<file path="src/rtl/input_debouncer_pkg.sv">
// Shared types and default constants for the input debouncer slice.
package debounce_pkg;

  localparam int DEFAULT_SYNC_STAGES     = 2;
  localparam int DEFAULT_DEBOUNCE_CYCLES = 4;

  // Debounce FSM states: two settled levels and two pending-change states.
  typedef enum logic [1:0] {
    STABLE_LOW  = 2'd0,
    WAIT_HIGH   = 2'd1,
    STABLE_HIGH = 2'd2,
    WAIT_LOW    = 2'd3
  } deb_state_t;

endpackage

</file>
<file path="src/rtl/input_debouncer_if.sv">
// Signal bundle between the debouncer and its environment.
// There is no valid/ready handshake here: raw_in is a free-running level that
// may change at any time, and level_out/rise_pulse/fall_pulse are registered
// status outputs valid on every cycle (pulses last exactly one clock).
// state exposes the debounce FSM for observation only.
interface input_debouncer_if;
  import debounce_pkg::*;

  logic       raw_in;
  logic       level_out;
  logic       rise_pulse;
  logic       fall_pulse;
  deb_state_t state;

  modport master (
    output raw_in,
    input  level_out,
    input  rise_pulse,
    input  fall_pulse,
    input  state
  );

  modport slave (
    input  raw_in,
    output level_out,
    output rise_pulse,
    output fall_pulse,
    output state
  );

endinterface

</file>
<file path="src/rtl/input_debouncer_sync_chain.sv">
// Multi-flop synchronizer that brings the asynchronous raw input into the
// clk_signal domain. All stages clear to 0 on reset.
module sync_chain #(
  parameter int STAGES = 2
) (
  input  logic clk_signal,
  input  logic reset_signal,
  input  logic d,
  output logic q
);

  logic [STAGES-1:0] flops;

  // Shift the input through the chain; the oldest stage is the synchronized sample.
  always_ff @(posedge clk_signal or posedge reset_signal) begin
    if (reset_signal) begin
      flops <= '0;
    end else begin
      flops <= {flops[STAGES-2:0], d};
    end
  end

  assign q = flops[STAGES-1];

endmodule

</file>
<file path="src/rtl/input_debouncer.sv">
// Debouncer for a bouncing push-button/switch input. The synchronized sample
// must differ from the current level for DEBOUNCE_CYCLES+1 consecutive edges
// (the first sample enters the wait state, DEBOUNCE_CYCLES more confirm it)
// before level_out changes; each accepted change emits a one-cycle pulse.
module input_debouncer
  import debounce_pkg::*;
#(
  parameter int SYNC_STAGES     = DEFAULT_SYNC_STAGES,
  parameter int DEBOUNCE_CYCLES = DEFAULT_DEBOUNCE_CYCLES
) (
  input logic               clk_signal,
  input logic               reset_signal,
  input_debouncer_if.slave  io
);

  localparam int CW = $clog2(DEBOUNCE_CYCLES + 1);
  localparam logic [CW-1:0] COUNT_MAX = CW'(DEBOUNCE_CYCLES);
  localparam logic [CW-1:0] COUNT_ONE = CW'(1);

  logic          s;
  deb_state_t    state;
  logic [CW-1:0] count;
  logic          level_r;
  logic          rise_r;
  logic          fall_r;

  sync_chain #(
    .STAGES (SYNC_STAGES)
  ) u_sync (
    .clk_signal   (clk_signal),
    .reset_signal (reset_signal),
    .d            (io.raw_in),
    .q            (s)
  );

  // Debounce FSM with its confirmation counter and registered level/pulse
  // outputs. Pulses default low so they last exactly one cycle; the count is
  // cleared on every exit from a wait state so it never exceeds COUNT_MAX.
  always_ff @(posedge clk_signal or posedge reset_signal) begin
    if (reset_signal) begin
      state   <= STABLE_LOW;
      count   <= '0;
      level_r <= 1'b0;
      rise_r  <= 1'b0;
      fall_r  <= 1'b0;
    end else begin
      rise_r <= 1'b0;
      fall_r <= 1'b0;
      case (state)
        STABLE_LOW: begin
          if (s) begin
            state <= WAIT_HIGH;
            count <= COUNT_ONE;
          end
        end
        WAIT_HIGH: begin
          if (!s) begin
            state <= STABLE_LOW;
            count <= '0;
          end else if (count == COUNT_MAX) begin
            state   <= STABLE_HIGH;
            level_r <= 1'b1;
            rise_r  <= 1'b1;
            count   <= '0;
          end else begin
            count <= count + COUNT_ONE;
          end
        end
        STABLE_HIGH: begin
          if (!s) begin
            state <= WAIT_LOW;
            count <= COUNT_ONE;
          end
        end
        WAIT_LOW: begin
          if (s) begin
            state <= STABLE_HIGH;
            count <= '0;
          end else if (count == COUNT_MAX) begin
            state   <= STABLE_LOW;
            level_r <= 1'b0;
            fall_r  <= 1'b1;
            count   <= '0;
          end else begin
            count <= count + COUNT_ONE;
          end
        end
        default: begin
          state   <= STABLE_LOW;
          count   <= '0;
          level_r <= 1'b0;
        end
      endcase
    end
  end

  assign io.level_out  = level_r;
  assign io.rise_pulse = rise_r;
  assign io.fall_pulse = fall_r;
  assign io.state      = state;

endmodule

</file>
<file path="src/flat_wrapper.sv">
// flat-port wrapper written by rule: the top's interface ports become plain ports
module input_debouncer_flat import debounce_pkg::*;
#(
  parameter int SYNC_STAGES     = DEFAULT_SYNC_STAGES,
  parameter int DEBOUNCE_CYCLES = DEFAULT_DEBOUNCE_CYCLES
)
  (clk_signal, reset_signal, io_raw_in, io_level_out, io_rise_pulse, io_fall_pulse, io_state);
  input_debouncer_if io_i ();
  input logic clk_signal;
  input logic reset_signal;
  input wire logic [$bits(io_i.raw_in)-1:0] io_raw_in;
  output wire logic [$bits(io_i.level_out)-1:0] io_level_out;
  output wire logic [$bits(io_i.rise_pulse)-1:0] io_rise_pulse;
  output wire logic [$bits(io_i.fall_pulse)-1:0] io_fall_pulse;
  output wire logic [$bits(io_i.state)-1:0] io_state;
  assign io_i.raw_in = io_raw_in;
  assign io_level_out = io_i.level_out;
  assign io_rise_pulse = io_i.rise_pulse;
  assign io_fall_pulse = io_i.fall_pulse;
  assign io_state = io_i.state;
  input_debouncer #(.SYNC_STAGES(SYNC_STAGES), .DEBOUNCE_CYCLES(DEBOUNCE_CYCLES)) u_core (.clk_signal(clk_signal), .reset_signal(reset_signal), .io(io_i));
endmodule
</file>
<file path="config.mk">
export PLATFORM = sky130hd
export DESIGN_NAME = input_debouncer_flat
export DESIGN_NICKNAME = d
export VERILOG_FILES = /design/src/rtl/input_debouncer_pkg.sv /design/src/rtl/input_debouncer_if.sv /design/src/rtl/input_debouncer_sync_chain.sv /design/src/rtl/input_debouncer.sv /design/src/flat_wrapper.sv
export SDC_FILE = /design/constraint.sdc
export NUM_CORES = 1
export LEC_CHECK = 0
export CORE_AREA = 2 2 39 41
export DETAILED_ROUTE_END_ITERATION = 6
export DIE_AREA = 0 0 41 43
export MAX_ROUTING_LAYER = met4
export SLEW_MARGIN = 0
export SYNTH_ARGS = -nofsm -noshare
export SYNTH_HDL_FRONTEND = slang
export SYNTH_HIERARCHICAL = 1
export SYNTH_SLANG_ARGS = --single-unit
</file>
<file path="constraint.sdc">
create_clock -name clk_signal -period 1.6 [get_ports clk_signal]
set_clock_uncertainty 0.2 [all_clocks]
set_input_delay 0.16 -clock clk_signal [delete_from_list [all_inputs] [get_ports clk_signal]]
set_output_delay 0.16 -clock clk_signal [all_outputs]
set_load 0.02 [all_outputs]
</file>
* After elaboration in Yosys (flattened, before gate mapping)
Index checks and enable logic that the tools add are counted.
Operators by class: add/sub/neg operators 1, multiplexer cells 23, eq/ne operators 12, reductions and logical operators 5
Operators by type and width (count):
- 3-bit 2-to-1 mux | 5
- 2-bit 2-to-1 mux | 6
- 3-bit case mux with 4 select lines | 1
- 1-bit 2-to-1 mux | 9
- 2-bit inequality test, second input constant | 4
- 2-bit case mux with 4 select lines | 1
- 3-bit by 2-bit inequality test with 1-bit output, second input constant | 2
- 5-bit AND reduction | 1
- 2-bit == test, second input constant | 2
- 2-bit by 1-bit inequality test with 1-bit output, second input constant | 2
- 4-bit AND reduction | 1
- 3-bit by 1-bit adder with 3-bit output, second input constant | 1
- 3-bit == test, second input constant | 1
- 2-bit by 1-bit == test with 1-bit output, second input constant | 1
- 2-bit logical NOT | 1
- 1-bit case mux with 2 select lines | 1
- 2-bit AND reduction | 1
- 2-bit nonzero test | 1
Storage, ports and cells: register bits 10, input port bits 3, word-level logic and storage cells 47, output and inout port bits 5

* Depth between registers and ports, before layout
Gate-level depths: netlist of run 1.
depth in word-level cells 4, gate-level depth with buffers 5, gate-level depth less buffers 5

* Cells and area by module
Netlist of run 1, hierarchy kept.
Modules (own cells, without submodules):
- input_debouncer | area an instance 380.4 sq um, sequential area each 200.2 sq um, instances 1, cells each 34
- sync_chain | area an instance 53.8 sq um, sequential area each 50.0 sq um, instances 1, cells each 3

* Least setup slack after synthesis of run 1
OpenSTA, ideal clock, no wires.
path kind register to register, start point register u_core.count[0], end point register (tool-made name), required time 1275 ps, setup time 125 ps, clock period less this slack 1382 ps, buffers on the path 0, arrival 1057 ps, slack 218 ps, stages on the path, launching flop included 5, cell sequence dfrtp_1 -> inv_1 -> ha_1 -> nand3_2 -> mux2_2
RTL lines:
- start, declared | RTL line input_debouncer.sv:22 | logic [CW-1:0] count;
- start signal, assigned | RTL line input_debouncer.sv:66 | count <= count + COUNT_ONE;
- start signal, assigned | RTL line input_debouncer.sv:85 | count <= count + COUNT_ONE;

* Worst setup path after layout of run 1
start point register u_core.rise_r, in the netlist u_core/io.rise_pulse, end point output port io_rise_pulse
RTL lines:
- start, declared | RTL line input_debouncer.sv:24 | logic rise_r;
- start signal, assigned | RTL line input_debouncer.sv:44 | rise_r <= 1'b0;
- start signal, assigned | RTL line input_debouncer.sv:47 | rise_r <= 1'b0;
- start signal, assigned | RTL line input_debouncer.sv:63 | rise_r <= 1'b1;
- end, declared | RTL line flat_wrapper.sv:13 | output wire logic [$bits(io_i.rise_pulse)-1:0] io_rise_pulse;
No word-level cell between the ends.

==> results of run 1 <==
per-layer routing:
| layer | vias to the layer above | global-route usage [%] | share of wire [%] |
|---|---|---|---|
| met2 | 6 | 12.19 | 48 |
| li1 | 148 | - | - |
| met3 | 0 | 4.712 | 2.7 |
| met4 | 0 | 10.00 | 0 |
| met1 | 138 | 13.90 | 50 |
| met5 | - | - | 0 |
kinds of logic (layout without fill, tap and decap cells):
group | after synthesis | in the layout
mux | 1 | 1
buf+inv | 5 | 17
xor+xnor | 1 | 1
compound gates | 3 | 3
simple gates | 15 | 15
fa+ha+maj | 2 | 2
flops | 10 | 10
through the flow:
step | worst slack, ns | cell area, um2 | total power (W)
after floorplan | 0.2182 | 434.2 | 0.0005089
after global placement | 0.1576 | 531.8 | 0.0006021
after detailed placement | 0.1593 | 531.8 | 0.0006065
after CTS | 0.008902 | 563.0 | 0.0007706
after global routing | 0.01954 | 568.0 | 0.0008116
final | 0.07477 | 568.0 | 0.0007584
Yosys cell counts, drive strengths merged:
master  number  area, um2
mux2         1      11.26
o31ai        1      7.510
a21oi        1      5.000
nand4b       1      8.760
nor2         2      7.510
nand3        2      15.01
inv          5      18.77
nand2        3      11.26
nand3b       2      15.01
dfrtp       10      250.2
and2         1      6.260
o21ai        1      5.000
xor2         1      16.27
nor3b        2      20.02
nand4        1      6.260
nor3         1      5.000
ha           2      25.02
cell type report:
class | instances | area [um2] | area share [%]
flip-flops and latches | 10 | 250.2 | 44.05
clock buffers | 3 | 22.52 | 3.965
multi-input cells | 22 | 165.2 | 29.07
repair buffers | 9 | 91.34 | 16.08
well taps | 16 | 20.02 | 3.524
inverters | 5 | 18.77 | 3.304
timing repair:
item	in CTS	in global routing
endpoints found under the hold margin	10	0
endpoints found under the setup margin	1	2
resized for setup	1	2
hold buffers	1	0
power by group:
part	internal [W]	switching, W
Sequential	0.000302	0.0000407
Combinational	0.000112	0.000139
Clock	0.0000865	0.0000786
placed cells by master (no fill, tap or decap):
master,instances
inv_1,5
dlygate4sd3_1,1
nor3_1,1
xor2_2,1
o31ai_1,1
mux2_2,1
nor2_1,2
nand2_1,3
nand4_1,1
dfrtp_1,10
clkbuf_4,3
dlymetal6s2s_1,2
o21ai_0,1
clkdlybuf4s50_1,4
ha_1,2
nor3b_1,1
buf_4,1
nand4b_1,1
a21oi_1,1
dlygate4sd2_1,1
and2_1,1
nor3b_2,1
nand3_1,1
nand3_2,1
nand3b_1,2
registers in the layout (all words and copies together), names as in the netlist, named ones only:
name	flops
u_core/io.state	1
u_core/count	3
u_core/io.level_out	1
u_core/u_sync/flops	2
u_core/io.rise_pulse	1
u_core/io.fall_pulse	1
worst paths after layout:
check / start / endpoint / slack (ns) / depth (start not counted)
max: u_core/io.rise_pulse / io_rise_pulse / 0.07 / 1
min: io_raw_in / u_core/u_sync/flops[0] / 0.14 / 1
max reg2reg: u_core/count[0] / flip-flop / 0.15 / 4
min reg2reg: u_core/u_sync/flops[0] / u_core/u_sync/flops[1] / 0.16 / 0
max in group asynchronous: reset_signal / u_core/io.fall_pulse / 0.43 / 3
min in group asynchronous: reset_signal / u_core/u_sync/flops[1] / 0.42 / 3
==> reports/results.txt, run 1 <==
Peak per-stage delay on the critical path = 0.59 ns
CTS buffer count = 3
Synth Area in Simple Gates = 21.90%
Routed length per placed instance = 10.32 um
Family with the most delay on the worst path = buffers and inverters
Least-Margin Pin Slew = 0.3176 ns
Clock Sinks = 10
Worst-path fanout max = 1
Hold Crit Class = in2reg
Initial Util = 31.37%
Critical-path cell list = clkdlybuf4s50_1
Critical Path End Type = output pin
Root Buffer = clkbuf_4
Vias per std cell = 4.492
Syn_area_per_cell = 11.73 um2
Syn. warnings = 6
# diodes = 0
Syn Std Cell Area = 434.2 um2
Maximum vdd drop = 0.0006371 V
XOR/XNOR share of the synthesized area = 3.746%
Final core occ = 41.05%
Largest family of logic cells by synthesized area = simple AND/OR/NAND/NOR gates
Clock Path Buffers = 2
Final antenna-violating net count = 0
Setup CP Type = reg2out
Global-route wire length before repair = 1159 um
Vias post-DR = 292
Placed Cells = 61
Gr ovfl total = 0
Die W = 41 um
LEAKAGE = 0.2685 nW
Detailed Place HPWL = 499.7 um
Netlist cell types = 19
Post-Synthesis Net Count = 42
Layout Area Growth over Synthesis = 30.84%
CP Launch Type = flip-flop
WL final = 671 um
Die extent in y = 43 um
Post-synthesis register bit count = 10
Post-synthesis adder-cell area fraction = 5.764%
Clock H-tree levels = 1
I/O Pins = 8
Initial antenna violation count = 0
Max frequency = 0.6556 GHz
Worst path required time = 1.24 ns
Fraction of layout cells with a size suffix above 1 = 16.33%
MaxCap Viol Count = 0
Clock transition at path regs = 0.06 ns
Clock latency on the worst-skew pair = 0.26 ns
Data arrival, critical path = 1.17 ns
Fin crit period = 1.525 ns
Sequential fraction of the synthesis area = 57.64%
Vias in the first global route = 294
CTS tree = built
Post-route insts no fill = 65
Routability cong. = 0.6189
Post-layout nets = 56
Core area = 1384 um2
Pwr dens = 1335 nW/um2
Post-route clock period utilization = 95.33%
Std-Cell Rows = 14
1st-iter DRT viols = 8
Smallest hold slack = 0.1364 ns
Number of I/O port buffers = 7
Status = complete, no violations
Die area = 1763 um2
Slew Limit Fails = 0
Post-CTS setup buffer count = 0
Largest net degree at the start of global routing = 9
Mapped Cells = 37
Fin. Hold Viols = 0
FILL cells = 138
Crit-path slowest cell = clkdlybuf4s50_1
Slew margin rel. = 78.80%
# setup viols final = 0
TritonRoute pass-1 iters = 3
RSZ-0062 raised after global routing = false
WP buf/inv = 1
DRC Markers = 0
Share of synthesized area spent on multiplexers = 2.594%
Tot GR Track Use = 10.88%
Post-synthesis compound-gate area fraction = 4.035%
Final setup TNS = 0 ns
Power figures use the tool's default switching activity.
==> run 2, diff against run 1 <==
CTS_CLUSTER_SIZE = 28   (was not set)
==> results of run 2 <==
The final DEF is identical to that of run 1; final timing and power are the same.
